`src/rtl/bsram_port_arbiter_pkg.sv`:
```
// Shared types for the BSRAM port arbiter.
//   state_t  : arbiter sequencing states
//   req_id_t : requester identifiers, also used as bit positions in
//              the request / grant / acknowledge vectors
//   N_REQ    : number of requesters sharing the port
package bsram_arb_pkg;

  localparam int N_REQ = 3;

  typedef enum logic [1:0] {
    IDLE,
    ACCESS,
    DONE
  } state_t;

  typedef enum logic [1:0] {
    REQ_CPU,
    REQ_COP,
    REQ_HOST
  } req_id_t;

endpackage

```
`src/rtl/bsram_port_arbiter_if.sv`:
```
// Bundle of every handshake and memory-pin signal around the arbiter.
//   slave  : arbiter view (takes requests and memory data, drives acks,
//            read data, busy and the BSRAM address/data/strobes)
//   master : requesters-plus-memory view (drives requests, mask and
//            bsram_q, observes everything else)
// Per requester: <r>_req, <r>_we, <r>_addr, <r>_wdata, <r>_ack
// with <r> one of cpu / cop / host.
interface bsram_port_arbiter_if #(
  parameter int AW = 20
) ();

  logic [AW-1:0] bsram_mask;

  logic          cpu_req;
  logic          cpu_we;
  logic [AW-1:0] cpu_addr;
  logic [7:0]    cpu_wdata;
  logic          cpu_ack;

  logic          cop_req;
  logic          cop_we;
  logic [AW-1:0] cop_addr;
  logic [7:0]    cop_wdata;
  logic          cop_ack;

  logic          host_req;
  logic          host_we;
  logic [AW-1:0] host_addr;
  logic [7:0]    host_wdata;
  logic          host_ack;

  logic [7:0]    rdata;
  logic          busy;

  logic [AW-1:0] bsram_addr;
  logic [7:0]    bsram_d;
  logic [7:0]    bsram_q;
  logic          bsram_ce_n;
  logic          bsram_oe_n;
  logic          bsram_we_n;

  modport slave (
    input  bsram_mask,
    input  cpu_req, cpu_we, cpu_addr, cpu_wdata,
    input  cop_req, cop_we, cop_addr, cop_wdata,
    input  host_req, host_we, host_addr, host_wdata,
    input  bsram_q,
    output cpu_ack, cop_ack, host_ack,
    output rdata, busy,
    output bsram_addr, bsram_d, bsram_ce_n, bsram_oe_n, bsram_we_n
  );

  modport master (
    output bsram_mask,
    output cpu_req, cpu_we, cpu_addr, cpu_wdata,
    output cop_req, cop_we, cop_addr, cop_wdata,
    output host_req, host_we, host_addr, host_wdata,
    output bsram_q,
    input  cpu_ack, cop_ack, host_ack,
    input  rdata, busy,
    input  bsram_addr, bsram_d, bsram_ce_n, bsram_oe_n, bsram_we_n
  );

endinterface

```
`src/rtl/bsram_port_arbiter_pick.sv`:
```
// Combinational winner select for the BSRAM port.
//   req   : request levels, bit index = req_id_t
//   rr    : round-robin flag, 1 = COP was the last of COP/HOST served
//   grant : one-hot grant (all zero when nothing is requested)
//   win   : id of the winner (REQ_CPU when nothing is requested)
//   any   : at least one request is present
// Config macro BSRAM_ARB_RR_EN: when defined COP/HOST ties follow rr,
// otherwise COP always beats HOST and rr is ignored.
module bsram_arb_pick
  import bsram_arb_pkg::*;
(
  input  logic [N_REQ-1:0] req,
  input  logic             rr,
  output logic [N_REQ-1:0] grant,
  output req_id_t          win,
  output logic             any
);

  logic host_wins_tie;

`ifdef BSRAM_ARB_RR_EN
  assign host_wins_tie = rr;
`else
  logic unused_rr;
  assign unused_rr     = rr;
  assign host_wins_tie = 1'b0;
`endif

  assign any = |req;

  always_comb begin
    win = REQ_CPU;
    if (req[REQ_CPU]) begin
      win = REQ_CPU;
    end else if (req[REQ_COP] && req[REQ_HOST]) begin
      win = host_wins_tie ? REQ_HOST : REQ_COP;
    end else if (req[REQ_COP]) begin
      win = REQ_COP;
    end else if (req[REQ_HOST]) begin
      win = REQ_HOST;
    end
  end

  always_comb begin
    grant = '0;
    if (any) begin
      grant[win] = 1'b1;
    end
  end

endmodule

```
`src/rtl/bsram_port_arbiter.sv`:
```
// Shares one BSRAM port between the SNES CPU (via mapper), a coprocessor
// engine and the host save-file channel. Each access holds ce_n low for
// MEM_LAT cycles, then pulses the winner's ack for one cycle with read
// data valid in rdata (held until the next read completes).
// Ports:
//   mclk  : master clock
//   rst_n : asynchronous active-low reset; aborts any access in flight
//   bus   : bsram_port_arbiter_if.slave (requests, acks, rdata, busy,
//           bsram_mask and the BSRAM address/data/strobe pins)
// Parameters: MEM_LAT (>=1) access length, AW address width.
// Config macro BSRAM_ARB_RR_EN: round-robin between COP and HOST.
module bsram_port_arbiter
  import bsram_arb_pkg::*;
#(
  parameter int MEM_LAT = 2,
  parameter int AW      = 20
) (
  input  logic                  mclk,
  input  logic                  rst_n,
  bsram_port_arbiter_if.slave   bus
);

  localparam int CW = $clog2(MEM_LAT + 1);

  state_t           state;
  logic [CW-1:0]    cnt;
  logic             we_q;
  logic [N_REQ-1:0] owner;
  logic [N_REQ-1:0] ack_q;
  logic [AW-1:0]    addr_q;
  logic [7:0]       d_q;
  logic [7:0]       rdata_q;
  logic             ce_n_q;
  logic             oe_n_q;
  logic             we_n_q;
  logic             rr_q;

  logic [N_REQ-1:0] req_vec;
  logic [N_REQ-1:0] grant;
  req_id_t          win_id;
  logic             any_req;

  logic             sel_we;
  logic [AW-1:0]    sel_addr;
  logic [7:0]       sel_wdata;

  assign req_vec = {bus.host_req, bus.cop_req, bus.cpu_req};

  bsram_arb_pick u_pick (
    .req   (req_vec),
    .rr    (rr_q),
    .grant (grant),
    .win   (win_id),
    .any   (any_req)
  );

  always_comb begin
    sel_we    = bus.cpu_we;
    sel_addr  = bus.cpu_addr;
    sel_wdata = bus.cpu_wdata;
    case (win_id)
      REQ_COP: begin
        sel_we    = bus.cop_we;
        sel_addr  = bus.cop_addr;
        sel_wdata = bus.cop_wdata;
      end
      REQ_HOST: begin
        sel_we    = bus.host_we;
        sel_addr  = bus.host_addr;
        sel_wdata = bus.host_wdata;
      end
      default: ;
    endcase
  end

`ifndef BSRAM_ARB_RR_EN
  assign rr_q = 1'b0;
`endif

  always_ff @(posedge mclk or negedge rst_n) begin
    if (!rst_n) begin
      state   <= IDLE;
      cnt     <= '0;
      we_q    <= 1'b0;
      owner   <= '0;
      ack_q   <= '0;
      addr_q  <= '0;
      d_q     <= '0;
      rdata_q <= '0;
      ce_n_q  <= 1'b1;
      oe_n_q  <= 1'b1;
      we_n_q  <= 1'b1;
`ifdef BSRAM_ARB_RR_EN
      rr_q    <= 1'b0;
`endif
    end else begin
      case (state)
        IDLE: begin
          ack_q <= '0;
          if (any_req) begin
            // Strobes are registered here so they assert together with
            // the registered address and data on the first ACCESS cycle.
            owner  <= grant;
            we_q   <= sel_we;
            addr_q <= sel_addr & bus.bsram_mask;
            d_q    <= sel_wdata;
            ce_n_q <= 1'b0;
            oe_n_q <= sel_we;
            we_n_q <= ~sel_we;
            cnt    <= CW'(MEM_LAT - 1);
            state  <= ACCESS;
`ifdef BSRAM_ARB_RR_EN
            if (grant[REQ_COP]) begin
              rr_q <= 1'b1;
            end else if (grant[REQ_HOST]) begin
              rr_q <= 1'b0;
            end
`endif
          end
        end
        ACCESS: begin
          if (cnt == '0) begin
            if (!we_q) begin
              rdata_q <= bus.bsram_q;
            end
            ce_n_q <= 1'b1;
            oe_n_q <= 1'b1;
            we_n_q <= 1'b1;
            ack_q  <= owner;
            state  <= DONE;
          end else begin
            cnt <= cnt - 1'b1;
          end
        end
        DONE: begin
          ack_q <= '0;
          state <= IDLE;
        end
        default: begin
          state <= IDLE;
        end
      endcase
    end
  end

  assign bus.cpu_ack    = ack_q[REQ_CPU];
  assign bus.cop_ack    = ack_q[REQ_COP];
  assign bus.host_ack   = ack_q[REQ_HOST];
  assign bus.rdata      = rdata_q;
  assign bus.busy       = (state != IDLE);
  assign bus.bsram_addr = addr_q;
  assign bus.bsram_d    = d_q;
  assign bus.bsram_ce_n = ce_n_q;
  assign bus.bsram_oe_n = oe_n_q;
  assign bus.bsram_we_n = we_n_q;

endmodule
```
`src/flat_wrapper.sv`:
```
// flat-port wrapper written by rule: the top's interface ports become plain ports
module bsram_port_arbiter_flat import bsram_arb_pkg::*;
#(
  parameter int MEM_LAT = 2,
  parameter int AW      = 20
)
  (mclk, rst_n, bus_bsram_mask, bus_cpu_req, bus_cpu_we, bus_cpu_addr, bus_cpu_wdata, bus_cop_req, bus_cop_we, bus_cop_addr, bus_cop_wdata, bus_host_req, bus_host_we, bus_host_addr, bus_host_wdata, bus_bsram_q, bus_cpu_ack, bus_cop_ack, bus_host_ack, bus_rdata, bus_busy, bus_bsram_addr, bus_bsram_d, bus_bsram_ce_n, bus_bsram_oe_n, bus_bsram_we_n);
  bsram_port_arbiter_if #(.AW(AW)) bus_i ();
  input  logic mclk;
  input  logic rst_n;
  input wire logic [$bits(bus_i.bsram_mask)-1:0] bus_bsram_mask;
  input wire logic [$bits(bus_i.cpu_req)-1:0] bus_cpu_req;
  input wire logic [$bits(bus_i.cpu_we)-1:0] bus_cpu_we;
  input wire logic [$bits(bus_i.cpu_addr)-1:0] bus_cpu_addr;
  input wire logic [$bits(bus_i.cpu_wdata)-1:0] bus_cpu_wdata;
  input wire logic [$bits(bus_i.cop_req)-1:0] bus_cop_req;
  input wire logic [$bits(bus_i.cop_we)-1:0] bus_cop_we;
  input wire logic [$bits(bus_i.cop_addr)-1:0] bus_cop_addr;
  input wire logic [$bits(bus_i.cop_wdata)-1:0] bus_cop_wdata;
  input wire logic [$bits(bus_i.host_req)-1:0] bus_host_req;
  input wire logic [$bits(bus_i.host_we)-1:0] bus_host_we;
  input wire logic [$bits(bus_i.host_addr)-1:0] bus_host_addr;
  input wire logic [$bits(bus_i.host_wdata)-1:0] bus_host_wdata;
  input wire logic [$bits(bus_i.bsram_q)-1:0] bus_bsram_q;
  output wire logic [$bits(bus_i.cpu_ack)-1:0] bus_cpu_ack;
  output wire logic [$bits(bus_i.cop_ack)-1:0] bus_cop_ack;
  output wire logic [$bits(bus_i.host_ack)-1:0] bus_host_ack;
  output wire logic [$bits(bus_i.rdata)-1:0] bus_rdata;
  output wire logic [$bits(bus_i.busy)-1:0] bus_busy;
  output wire logic [$bits(bus_i.bsram_addr)-1:0] bus_bsram_addr;
  output wire logic [$bits(bus_i.bsram_d)-1:0] bus_bsram_d;
  output wire logic [$bits(bus_i.bsram_ce_n)-1:0] bus_bsram_ce_n;
  output wire logic [$bits(bus_i.bsram_oe_n)-1:0] bus_bsram_oe_n;
  output wire logic [$bits(bus_i.bsram_we_n)-1:0] bus_bsram_we_n;
  assign bus_i.bsram_mask = bus_bsram_mask;
  assign bus_i.cpu_req = bus_cpu_req;
  assign bus_i.cpu_we = bus_cpu_we;
  assign bus_i.cpu_addr = bus_cpu_addr;
  assign bus_i.cpu_wdata = bus_cpu_wdata;
  assign bus_i.cop_req = bus_cop_req;
  assign bus_i.cop_we = bus_cop_we;
  assign bus_i.cop_addr = bus_cop_addr;
  assign bus_i.cop_wdata = bus_cop_wdata;
  assign bus_i.host_req = bus_host_req;
  assign bus_i.host_we = bus_host_we;
  assign bus_i.host_addr = bus_host_addr;
  assign bus_i.host_wdata = bus_host_wdata;
  assign bus_i.bsram_q = bus_bsram_q;
  assign bus_cpu_ack = bus_i.cpu_ack;
  assign bus_cop_ack = bus_i.cop_ack;
  assign bus_host_ack = bus_i.host_ack;
  assign bus_rdata = bus_i.rdata;
  assign bus_busy = bus_i.busy;
  assign bus_bsram_addr = bus_i.bsram_addr;
  assign bus_bsram_d = bus_i.bsram_d;
  assign bus_bsram_ce_n = bus_i.bsram_ce_n;
  assign bus_bsram_oe_n = bus_i.bsram_oe_n;
  assign bus_bsram_we_n = bus_i.bsram_we_n;
  bsram_port_arbiter #(.MEM_LAT(MEM_LAT), .AW(AW)) u_core (.mclk(mclk), .rst_n(rst_n), .bus(bus_i));
endmodule
```
`config.mk`:
```
export PLATFORM = sky130hd
export DESIGN_NAME = bsram_port_arbiter_flat
export DESIGN_NICKNAME = d
export VERILOG_FILES = /design/src/rtl/bsram_port_arbiter_pkg.sv /design/src/rtl/bsram_port_arbiter_if.sv /design/src/rtl/bsram_port_arbiter_pick.sv /design/src/rtl/bsram_port_arbiter.sv /design/src/flat_wrapper.sv
export SDC_FILE = /design/constraint.sdc
export NUM_CORES = 1
export LEC_CHECK = 0
export ABC_AREA = 1
export BUFFER_PORTS_ARGS = -buffer_cell sky130_fd_sc_hd__buf_2
export CORE_ASPECT_RATIO = 0.6
export CORE_MARGIN = 5
export CORE_UTILIZATION = 47
export DETAILED_ROUTE_END_ITERATION = 10
export PLACE_DENSITY = 0.86
export REMOVE_ABC_BUFFERS = 1
export SETUP_SLACK_MARGIN = 0.4
export SLEW_MARGIN = 20
export SYNTH_ARGS = -nofsm -noshare
export SYNTH_HDL_FRONTEND = slang
export SYNTH_SLANG_ARGS = --single-unit
```
`constraint.sdc`:
```
create_clock -name mclk -period 3.5 [get_ports mclk]
set_input_delay 0.875 -clock mclk [delete_from_list [all_inputs] [get_ports mclk]]
set_output_delay 0.875 -clock mclk [all_outputs]
set_load 0.1 [all_outputs]
```
Word level (Yosys, flattened, before mapping). Cells that the tools add are included. W data, S select, Z words.

Bits in registers: 50. Word-level logic and storage cells: 62. Output and inout bits: 43. Input port bits: 120.

Equal/unequal tests: 7. Order comparisons: 2. Reductions and logical operators: 15. Add/subtract/negate cells: 1. Muxes and demuxes: 23. Bitwise logic cells: 3.

Operator list (number): $pmux W20 S2 (1); $and A20 B20 Y20 (1); $pmux W8 S2 (1); $mux W2 (7); $reduce_and A3 Y1 (3); $pmux W1 S2 (4); $pmux W2 S2 (2); $pmux W3 S2 (1); $reduce_and A2 Y1 (3); $reduce_bool A2 Y1 (3); $mux W1 (5); $eq A2 B1 Y1 const B (2); $eq A2 B2 Y1 const B (2); $logic_not A2 Y1 (2); $ne A2 B1 Y1 const B (2); $lt A2 B3 Y1 const B (1); $mux W3 (1); $reduce_or A3 Y1 (1); $demux W1 S2 (1); $ge A2 B1 Y1 const B (1); $logic_and A1 B1 Y1 (2); $ne A2 B2 Y1 const B (1); $not A1 Y1 (2); $reduce_or A2 Y1 (1); $sub A2 B1 Y2 const B (1).

Logic depth before layout (Yosys ltp). Gate-level depths: netlist of the first run.

Depth in word-level cells: 9. Mapped depth: 11. Depth with buffers taken out: 10.

Cells and area by module. From an unflattened synthesis of the first run, not the netlist that was laid out.

Cells, all modules: 367. Area, all modules: 2748.9 µm².

By module, submodules not included: bsram_port_arbiter (cells each 357, sequential area each 1255.0 µm², area an instance 2705.1 µm², instances 1); bsram_arb_pick (cells each 10, sequential area each 0.0 µm², area an instance 43.8 µm², instances 1).

Least setup slack after synthesis of the first run. No wires, ideal clock.

Path kind: input port to flip-flop. From: input port bus_cop_req. To: register u_core.addr_q[0] (netlist: u_core.bus.bsram_addr[0]). Setup time: 120 ps. Buffers on the path: 2. Slack: 1307 ps. Stages: 9. Data required time: 3380 ps. Data arrival time: 2073 ps. Cell sequence: nor2_1 nand2_1 ha_1 inv_1 buf_2 buf_2 nand3_1 nand3_1 nand2_1.

Cells in the longest elaborated chain, start to end: 6. Elaborated cells on any way between the ends: 10. Classes of those cells: 2 x eq/ne; 4 x mux; 1 x bitwise; 3 x reduce/logical.

RTL lines: start: declaration (line flat_wrapper.sv:16) `input wire logic [$bits(bus_i.cop_req)-1:0] bus_cop_req;`; $mux W2 / $logic_and A1 B1 Y1 (equally long branches) (line bsram_port_arbiter_pick.sv:37, bsram_port_arbiter_pick.sv:35); $mux W2 (line bsram_port_arbiter_pick.sv:35) `end else if (req[REQ_COP] && req[REQ_HOST]) begin`; $mux W2 (line bsram_port_arbiter_pick.sv:33) `if (req[REQ_CPU]) begin`; $eq A2 B2 Y1 / $eq A2 B1 Y1 (equally long branches) (line bsram_port_arbiter.sv:61) `case (win_id)`; $pmux W20 S2 (line bsram_port_arbiter.sv:61); $and A20 B20 Y20 (line bsram_port_arbiter.sv:105) `addr_q <= sel_addr & bus.bsram_mask;`; end signal: assignment (line bsram_port_arbiter.sv:105); end: declaration (line bsram_port_arbiter.sv:30) `logic [AW-1:0] addr_q;`.

Parallel ways exist; a longest one is shown, timed or not. A chain may end at the register's enable or synchronous reset.

Worst setup path after layout of the first run.
From: input port bus_cop_req. To: register u_core.addr_q[6] (netlist: u_core.bus.bsram_addr[6]).

Same word-level chain as after synthesis.

==> qor.yml, run 1 <==
logic_synthesis:
  synth_top_area_share_pct: 43.16
  synth_common_cells: "nand2_1, nand3_1, dfrtp_1"
  netlist-cell-type-count: 19
  avgSynthCellArea_um2: 7.405
  synth_edf_count: 0
  synth_area_um2: 2725
  yosysWarnings: 0
  yosysMostFrequentCell: "nand2_1"
  synth.area.top_cells: "dfrtp_1, nand2_1, nand3_1"
  yosysSeqAreaShare_pct: 46.05
  ys_ff_latch: 50
  yosysTopAreaCell: "dfrtp_1"
  synth_cells: 368
  ys_async_sr_fraction_pct: 100.0
  synth_ff_type: "dfrtp_1"
clock_network:
  clk_latency_ns: 0.29
  cts_root_buf: "clkbuf_8"
  cts_tree: "built"
  ctsHtreeMaxLevel: 2
  cts_inserted_buffers: 5
  post_cts_buffers: 0
  holdBufCountCts: 0
  cts.sinks: 50
  path_clk_slew_ns: 0.09
  cts_buffer_depth: 2
  cts-resized-gates: 0
setup_path:
  crit_type: "in2reg"
  worstRegToRegCells: 7
  worstPathRequired_ns: 3.73
  rrSetupSlack_ns: 1.68
  start_kind: "primary input"
  r2r_start: "u_core.state[0]"
  cp_max_fo: 21
  end_kind: "flip-flop"
  reg2reg_to: "u_core.bus.bsram_we_n"
  critical_path_arrival_ns: 2.58
timing:
  layout_min_cycle_time_ns: 2.345
  worst_slew_pin_slew_ns: 0.8661
  setup_viol: 0
  finalClockSkew_ns: 0.009042
  max_freq_mhz: 426.4
  fin_crit_sh_pct: 67.00
  relSlewSlack_pct: 42.26
  timing.final.hold_violations: 0
  setup_tns_ns: 0
  report.final.slew_viol_count: 0
  rsz0062_at_grt: "false"
cells_and_area:
  syn2layout_area_growth_pct: 34.66
  nets: 646
  n_antenna_cell: 0
  final_cell_area_um2: 3670
  drive_gt1_share_pct: 36.78
grt:
  grt-ovfl-total: 0
  grt_antenna_before_repair: 0
  grt_pass1_vias: 2978
  grt_max_degree: 51
  grt_pass1_wl_mm: 13.29
  track_usage_pct: 22.60
power_and_ir_drop:
  power.density_nw_per_um2: 1146
  ir_worst_vdd_uv: 691.7
  netSwitchingFraction_pct: 63.88
  seq_power_share_pct: 24.2
  switchingPower_mw: 2.687
  clkPwrFrac_pct: 9.3
  p_comb_share_pct: 66.5
  internal_power_mw: 1.519
  p_leak_nw: 2.099
floorplanning:
  design.die.area_um2: 7471
  die_width_um: 108.3
  initial_utilization_pct: 48.69
  die_h_um: 68.98
  io_pins: 163
  rows: 21
  core_um2: 5597
placement:
  dp_hpwl_mm: 6.344
  gp_congestion: 0.7984
  port_buffers: 162
  place_area_um2: 3558
min_path:
  min_path_type: "reg2reg"
  holdPathEnd: "u_core.bus.bsram_ce_n"
  whs_path_depth: 2
  hp-start: "u_core.bus.bsram_ce_n"
detailed_routing:
  post-route-drc-count: 0
  first_pass_iters: 4
  drtIter0Drc: 175
  vias_per_cell: 4.895
  routed_wl_mm: 8.214
  drt-wirelength-per-cell_um: 13.64
  via_count: 2947
  postRouteAntennaNets: 0
outcome:
  status: "finished, final reports clean"
job:
  maxCapViolations: 0
## cell type report
cell class	count	area [µm²]
inverters	15	56.30
well taps	80	100.1
multi-input cells	283	1309
flip-flops and latches	50	1255
clock buffers	7	76.32
clock inverters	1	30.03
fillers	520	1927
repair buffers	166	843.3
## cell usage in the layout, fill, tap and decap left out
cell type  netlist  routed
o21a_1          20      20
dfstp_2          3       3
clkbuf_1         8       2
inv_2            4       4
nand3_1         70      70
ha_2             0       1
nand3_2          1       1
o21ai_1          1       1
inv_1           10       9
a21oi_2          1       1
nor2_1           6       6
buf_2            8     161
or2_2            9       9
nand2_1        169     169
clkinv_1         1       2
nand2_2          1       1
clkbuf_8         0       5
bufinv_16        0       1
ha_1             5       4
buf_4            2       5
dfrtp_1         47      47
## routing by layer
layer  part of all wire, %  track usage [%]  vias up
li1                      -                -     1480
met1                    44            29.14     1341
met2                    46            39.63      124
met3                   9.1            5.674        2
met4                  0.12            3.937        0
met5                     0                0        -
## stage by stage
step                      setup slack [ns]  std cells  hold slack (ns)  power [mW]  utilization [%]
after floorplan                     0.7383        348           0.4492       3.265                -
after global placement              0.8938        594           0.4492       3.790            63.58
after detailed placement            0.7675        594           0.4520       3.832            63.58
after CTS                            1.084        602           0.4659       4.233            65.48
after global routing                0.9546        602           0.5020       4.440            65.57
final                                1.155        602           0.4636       4.207            65.57
## registers in the layout (all words and copies together) (netlist names)
| name | cells |
|---|---|
| u_core.bus.bsram_d | 8 |
| u_core.bus.bsram_ce_n | 1 |
| u_core.bus.rdata | 8 |
| u_core.bus.bsram_addr | 20 |
| u_core.owner | 3 |
| u_core.state | 2 |
| u_core.bus.bsram_oe_n | 1 |
| u_core.cnt | 2 |
| u_core.bus.bsram_we_n | 1 |
| u_core.we_q | 1 |
| u_core.ack_q | 3 |
## cells by family after synthesis
family | count (synthesis) | synth area share (%)
AND/OR/NAND/NOR | 256 | 39.62
flip-flops | 50 | 46.05
buffers and inverters | 35 | 6.014
AO/OA/AOI/OAI | 22 | 6.014
adder cells (fa/ha/maj) | 5 | 2.296
## power by group through the flow
stage | logic [mW] | clock network, mW | registers (mW)
2_1_floorplan | 0.623 | 0 | 2.64
3_3_place_gp | 2.78 | 0 | 1.01
3_5_place_dp | 2.81 | 0 | 1.02
4_1_cts | 2.81 | 0.404 | 1.02
5_1_grt | 2.96 | 0.427 | 1.05
6_report | 2.80 | 0.390 | 1.02
## critical path: stages
cell and delay, ns:
buf_2 0.11, nor2_1 0.21, nand2_1 0.14, inv_1 0.10
ha_1 0.72, nand2_1 0.13, nand3_1 0.12, nand3_1 0.07
nand2_1 0.08
## worst max path at each step
stage                      startpoint                   endpoint  slack, ns  depth (start not counted)
after global placement    bus_cpu_req      u_core.bus.bsram_oe_n       0.89                          9
after global routing      bus_cop_req  u_core.bus.bsram_addr[16]       0.95                          9
after CTS                 bus_cop_req                u_core.we_q       1.08                         10
final                     bus_cop_req   u_core.bus.bsram_addr[6]       1.15                          9
after detailed placement  bus_cop_req                u_core.we_q       0.77                         10
after floorplan           bus_cop_req      u_core.bus.bsram_we_n       0.74                          8
Power figures use the tool's default switching activity.
==> run 2: changes to the inputs <==
--- a/config.mk
+++ b/config.mk
@@ -9,9 +9,9 @@
 export BUFFER_PORTS_ARGS = -buffer_cell sky130_fd_sc_hd__buf_2
 export CORE_ASPECT_RATIO = 0.6
 export CORE_MARGIN = 5
-export CORE_UTILIZATION = 47
+export CORE_UTILIZATION = 44
 export DETAILED_ROUTE_END_ITERATION = 10
-export PLACE_DENSITY = 0.86
+export PLACE_DENSITY = 0.81
 export REMOVE_ABC_BUFFERS = 1
 export SETUP_SLACK_MARGIN = 0.4
 export SLEW_MARGIN = 20
==> constraint.sdc (replaced) <==
create_clock -name mclk -period 2.2 [get_ports mclk]
set_input_delay 0.55 -clock mclk [delete_from_list [all_inputs] [get_ports mclk]]
set_output_delay 0.55 -clock mclk [all_outputs]
set_load 0.1 [all_outputs]
==> qor.yml, run 2 (synthesis results as in run 1) <==
timing:
  layout_setup_ws_ns: 0.4703  # -0.6847 ns
  rsz0062_at_grt: "true"
  report.final.slew_viol_count: 0  # unchanged
  setup_tns_ns: 0  # unchanged
  worst_slew_pin_slew_ns: 0.4987  # -0.3674 ns
  finalClockSkew_ns: 0.007529  # -0.001513 ns
  max_freq_mhz: 578.1
  setup_viol: 0  # unchanged
  layout_min_cycle_time_ns: 1.730
  fin_crit_sh_pct: 78.62
  relSlewSlack_pct: 66.98  # +25 points
  timing.final.hold_violations: 0  # unchanged
power_and_ir_drop:
  p_total_mw: 6.785  # +61%
  power.density_nw_per_um2: 1795  # +57%
  p_leak_nw: 2.156  # +2.7%
  ir_worst_vdd_uv: 842.7  # +22%
outcome:
  status: "finished, final reports clean"
setup_path:
  worstPathRequired_ns: 1.65  # -2.08 ns
  rrSetupSlack_ns: 0.64  # -1.04 ns
  max_stage_delay_ns: 0.47  # -0.25 ns
  critical_path_arrival_ns: 1.18  # -1.40 ns
  worst_path_max_delay_cell: "dfrtp_1"
  cp_top_family: "flip-flops"
  crit_path_cell_trace: "inv_2 -> nand2_2 -> buf_6"
  crit_type: "reg2out"
  start_kind: "flip-flop"
  cp_max_fo: 6  # -71%
  timing.critical_path.buf_inv: 2  # unchanged
  end_kind: "primary output"
grt:
  met1_usage_pct: 27.72  # -1.4 points
  grt_max_degree: 58  # +14%
  busiest_layer: "met2"
  grt_antenna_before_repair: 0  # unchanged
  grt_pass1_wl_mm: 13.83  # +4.1%
  globalRouteMet2Util_pct: 34.87  # -4.8 points
  track_usage_pct: 21.07  # -1.5 points
  grt-ovfl-total: 0  # unchanged
  grt_pass1_vias: 2990  # +0.40%
  use_met3_pct: 6.667  # +0.99 points
cells_and_area:
  drive_gt1_share_pct: 37.81  # +1.0 points
  nets: 653  # +1.1%
  final_common_cell: "nand2_1"
  syn2layout_area_growth_pct: 38.71
  largest_register_ffs: 20  # unchanged
  n_antenna_cell: 0  # unchanged
  fillers: 566  # +8.8%
  layout_common_cells: "nand2_1, buf_2, nand3_1, dfrtp_1, o21a_1"
floorplanning:
  die_h_um: 70.96  # +2.9%
  io_pins: 163  # unchanged
  design.die.area_um2: 7919  # +6.0%
  initial_utilization_pct: 45.00  # -3.7 points
  rows: 22  # +4.8%
  core_um2: 6056  # +8.2%
  die_width_um: 111.6  # +3.0%
detailed_routing:
  vias_per_cell: 4.881  # -0.29%
  post-route-drc-count: 0  # unchanged
  routed_wl_mm: 8.279  # +0.79%
  first_pass_iters: 4  # unchanged
  drtIter0Drc: 247  # +41%
  via_count: 2992  # +1.5%
  postRouteAntennaNets: 0  # unchanged
  drt-wirelength-per-cell_um: 13.51  # -1.0%
placement:
  pre_cts_slack_ns: 0.1338  # -0.6336 ns
  gp_congestion: 0.9043  # +13%
  dp_hpwl_mm: 6.442  # +1.5%
  port_buffers: 162  # unchanged
clock_network:
  cts_root_buf: "clkbuf_8"
  cts_tree: "built"
  cts_inserted_buffers: 5  # unchanged
  ctsHtreeMaxLevel: 2  # unchanged
  cts.sinks: 50  # unchanged
  holdBufCountCts: 0  # unchanged
  clk_latency_ns: 0.30  # about the same
  cts_buffer_depth: 2  # unchanged
  path_clk_slew_ns: 0.09  # about the same
min_path:
  min_path_type: "in2async"
job:
  maxCapViolations: 0  # unchanged
## run 2: cell type report
cell class | instances | area (µm²) | share of cell area, %
Inverter | 15 | 56.30 | 1.490
Clock inverter | 2 | 37.54 | 0.9930
Clock buffer | 6 | 72.57 | 1.920
Timing Repair Buffer | 173 | 944.7 | 24.99
Multi-Input combinational cell | 283 | 1309 | 34.62
Sequential cell | 50 | 1255 | 33.20
Tap cell | 84 | 105.1 | 2.781
## run 2: worst reg2reg max path: stages (launching register included)
cell and delay [ns]:
dfrtp_1 0.41, inv_1 0.06, ha_1 0.18, nand3_2 0.16, inv_2 0.23, nand2_1 0.24, nand2_1 0.11, nand2_1 0.06
## run 2: final timing paths
| check | from | endpoint | cells after the start |
|---|---|---|---|
| worst max-delay path | u_core.state[0] | bus_busy | 3 |
| worst min-delay path | rst_n | u_core.bus.bsram_d[3] | 2 |
| worst max register to register | u_core.cnt[0] | u_core.bus.rdata[3] | 7 |
| worst min register to register | u_core.bus.bsram_ce_n | u_core.bus.bsram_ce_n | 2 |
| max in group asynchronous | rst_n | u_core.bus.bsram_oe_n | 2 |
| min in group mclk | u_core.bus.bsram_ce_n | u_core.bus.bsram_ce_n | 2 |
## run 2: metal layers
metal / vias up / wire (µm)
met3: 4 / 849
met2: 124 / 3800
met1: 1376 / 3595
li1: 1488 / -
met4: 0 / 34
met5: - / 0
## run 2: repair_timing
item / in CTS / in global routing
pin swaps: 0 / 1
setup buffers: 0 / 1
gates resized for setup: 4 / 2
hold endpoints to repair: 0 / 0
endpoints found under the setup margin: 4 / 12
## run 2: stage by stage
step                hold WS, ns  cell area [µm²]  utilization [%]  cells
floorplan                0.2544             2618                -    348
global placement         0.4495             3646            60.21    604
detailed placement       0.4527             3646            60.21    604
CTS                      0.2321             3766            62.19    612
global route             0.2490             3780            62.42    613
finish                   0.2245             3780            62.42    613
## run 2: report_power, final
| group | internal [mW] | leakage (nW) | switching [mW] |
|---|---|---|---|
| Combinational | 0.775 | 1.47 | 3.76 |
| Clock | 0.339 | 0.0514 | 0.295 |
| Sequential | 1.37 | 0.631 | 0.248 |
| Total | 2.49 | 2.16 | 4.30 |
==> run 3: changes to the inputs <==
==> constraint.sdc (replaced) <==
create_clock -name mclk -period 1.6 [get_ports mclk]
set_input_delay 0.4 -clock mclk [delete_from_list [all_inputs] [get_ports mclk]]
set_output_delay 0.4 -clock mclk [all_outputs]
set_load 0.1 [all_outputs]
==> qor.yml, run 3 (synthesis results as in run 1) <==
setup_path:
  start_kind: "primary input"
  r2r_start: "u_core.state[0]"
  cp_max_fo: 6  # unchanged
  crit_start: "bus_cop_req"
  end_kind: "flip-flop"
  critical_path_arrival_ns: 1.69  # +0.51 ns
  worstRegToRegCells: 7  # unchanged
  rrSetupSlack_ns: 0.18  # -0.46 ns
  reg2reg_to: "u_core.bus.bsram_d[2]"
  crit_type: "in2reg"
  worstPathRequired_ns: 1.79  # +0.14 ns
cells_and_area:
  final_cells: 663  # +8.2%
  n_antenna_cell: 0  # unchanged
  multiInputGateArea_um2: 1615  # +23%
  drive_gt1_share_pct: 53.37  # +16 points
  seqCellArea_um2: 1256  # about the same
  layout_common_cells: "nand2_1, buf_2, buf_12, nand3_1, dfrtp_1"
  syn2layout_area_growth_pct: 98.62
  nets: 703  # +7.7%
  largest_register_ffs: 20  # unchanged
  final_common_cell: "nand2_1"
  fillers: 274  # -52%
  final_cell_area_um2: 5413  # +43%
floorplanning:
  die_width_um: 111.6  # unchanged
  rows: 22  # unchanged
  die_h_um: 70.96  # unchanged
  design.die.area_um2: 7919  # unchanged
  core_um2: 6056  # unchanged
  io_pins: 163  # unchanged
  initial_utilization_pct: 45.00  # unchanged
grt:
  grt_pass1_vias: 3655  # +22%
  track_usage_pct: 29.82  # +8.7 points
  grt-ovfl-total: 0  # unchanged
  grt_pass1_wl_mm: 18.66  # +35%
  grt_max_degree: 51  # -12%
  grt_antenna_before_repair: 0  # unchanged
power_and_ir_drop:
  ir_worst_vdd_uv: 1457  # +73%
  p_leak_nw: 2.748  # +28%
  power.density_nw_per_um2: 2415  # +35%
timing:
  layout_min_cycle_time_ns: 1.495
  timing.final.hold_violations: 0  # unchanged
  report.final.slew_viol_count: 0  # unchanged
  finalClockSkew_ns: 0.006112  # -0.001417 ns
  setup_viol: 0  # unchanged
  relSlewSlack_pct: 79.61  # +13 points
  rsz0062_at_grt: "true"
  max_freq_mhz: 668.9
  fin_crit_sh_pct: 93.44
  worst_slew_pin_slew_ns: 0.3052  # -0.1936 ns
  setup_tns_ns: 0  # unchanged
clock_network:
  ctsHtreeMaxLevel: 2  # unchanged
  path_clk_slew_ns: 0.10  # about the same
  cts_buffer_depth: 2  # unchanged
  cts.sinks: 50  # unchanged
  cts_tree: "built"
  clk_latency_ns: 0.30  # about the same
  cts_root_buf: "clkbuf_8"
  cts_inserted_buffers: 5  # unchanged
detailed_routing:
  drt-wirelength-per-cell_um: 19.46  # +44%
  drtIter0Drc: 277  # +12%
  post-route-drc-count: 0  # unchanged
  postRouteAntennaNets: 0  # unchanged
  vias_per_cell: 5.409  # +11%
  first_pass_iters: 6  # +2
  routed_wl_mm: 12.90  # +56%
  via_count: 3586  # +20%
job:
  maxCapViolations: 0  # unchanged
placement:
  gp_congestion: 0.9116  # +0.81%
  dp_cells: 613  # +1.5%
  dp_hpwl_mm: 6.616  # +2.7%
  port_buffers: 162  # unchanged
  place_area_um2: 3774  # +3.5%
min_path:
  min_path_type: "in2async"
outcome:
  status: "finished, final reports clean"
-- run 3: cell count changes in the layout (fill, tap and decap cells not counted), moves of 7 or more --
| cell | before | now |
|---|---|---|
| or2_2 | 9 | 1 |
| nand2_2 | 1 | 17 |
| buf_2 | 158 | 117 |
| buf_4 | 11 | 33 |
| nand3_1 | 70 | 46 |
| buf_16 | 0 | 7 |
| or2_4 | 0 | 8 |
| nand3_2 | 1 | 23 |
| nand2_1 | 169 | 147 |
| buf_12 | 3 | 51 |
-- run 3: how the worst max path moves through the flow --
stage / endpoint
after floorplan: u_core.bus.bsram_we_n
after global placement: u_core.bus.bsram_we_n
after detailed placement: u_core.bus.bsram_we_n
after CTS: bus_bsram_oe_n
after global routing: u_core.bus.bsram_addr[5]
final: u_core.bus.bsram_addr[19]
-- run 3: area by class of cell --
cell class / count / area share (%)
clock buffers: 6 / 1.526
clock inverters: 2 / 0.2312
inverters: 15 / 1.387
multi-input cells: 283 / 29.84
flip-flops and latches: 50 / 23.21
well taps: 84 / 1.942
repair buffers: 223 / 41.86
-- run 3: worst max-delay path: stages --
cell	delay [ns]
buf_6	0.10
nor2_4	0.12
nand2_2	0.09
ha_4	0.31
inv_8	0.06
buf_12	0.13
buf_8	0.14
o21a_1	0.18
nand3_2	0.08
nand2_1	0.06
-- run 3: through the flow --
| step | hold WS (ns) | total power [mW] | worst slack [ns] | utilization [%] |
|---|---|---|---|---|
| after floorplan | 0.1044 | 7.143 | -0.6867 | - |
| after global placement | 0.4093 | 8.592 | -0.2209 | 62.31 |
| after detailed placement | 0.4160 | 8.714 | -0.2868 | 62.31 |
| after CTS | 0.08988 | 12.10 | 0.1326 | 84.36 |
| after global routing | 0.08415 | 13.52 | 0.08801 | 89.38 |
| final | 0.06988 | 13.07 | 0.1050 | 89.38 |
-- run 3: what timing repair did --
action / CTS / global route
buffers inserted: 20 / 12
setup endpoints to repair: 91 / 91
hold buffers: 0 / 0
resized for setup: 233 / 42
gates cloned: 8 / 2
pin swaps: 14 / 26
-- run 3: power breakdown --
group / total (mW) / leakage, nW / internal (mW) / switching [mW]
sequential: 2.56 / 0.630 / 1.89 / 0.667
combinational: 9.72 / 2.07 / 3.70 / 6.02
clock: 0.791 / 0.0472 / 0.349 / 0.442
total: 13.1 / 2.75 / 5.94 / 7.13
-- run 3: layer usage --
metal | track usage (%) | part of all wire [%]
met3 | 10.09 | 9.3
met4 | 9.312 | 3.1
met5 | 0 | 0
met2 | 51.37 | 49
met1 | 35.66 | 38
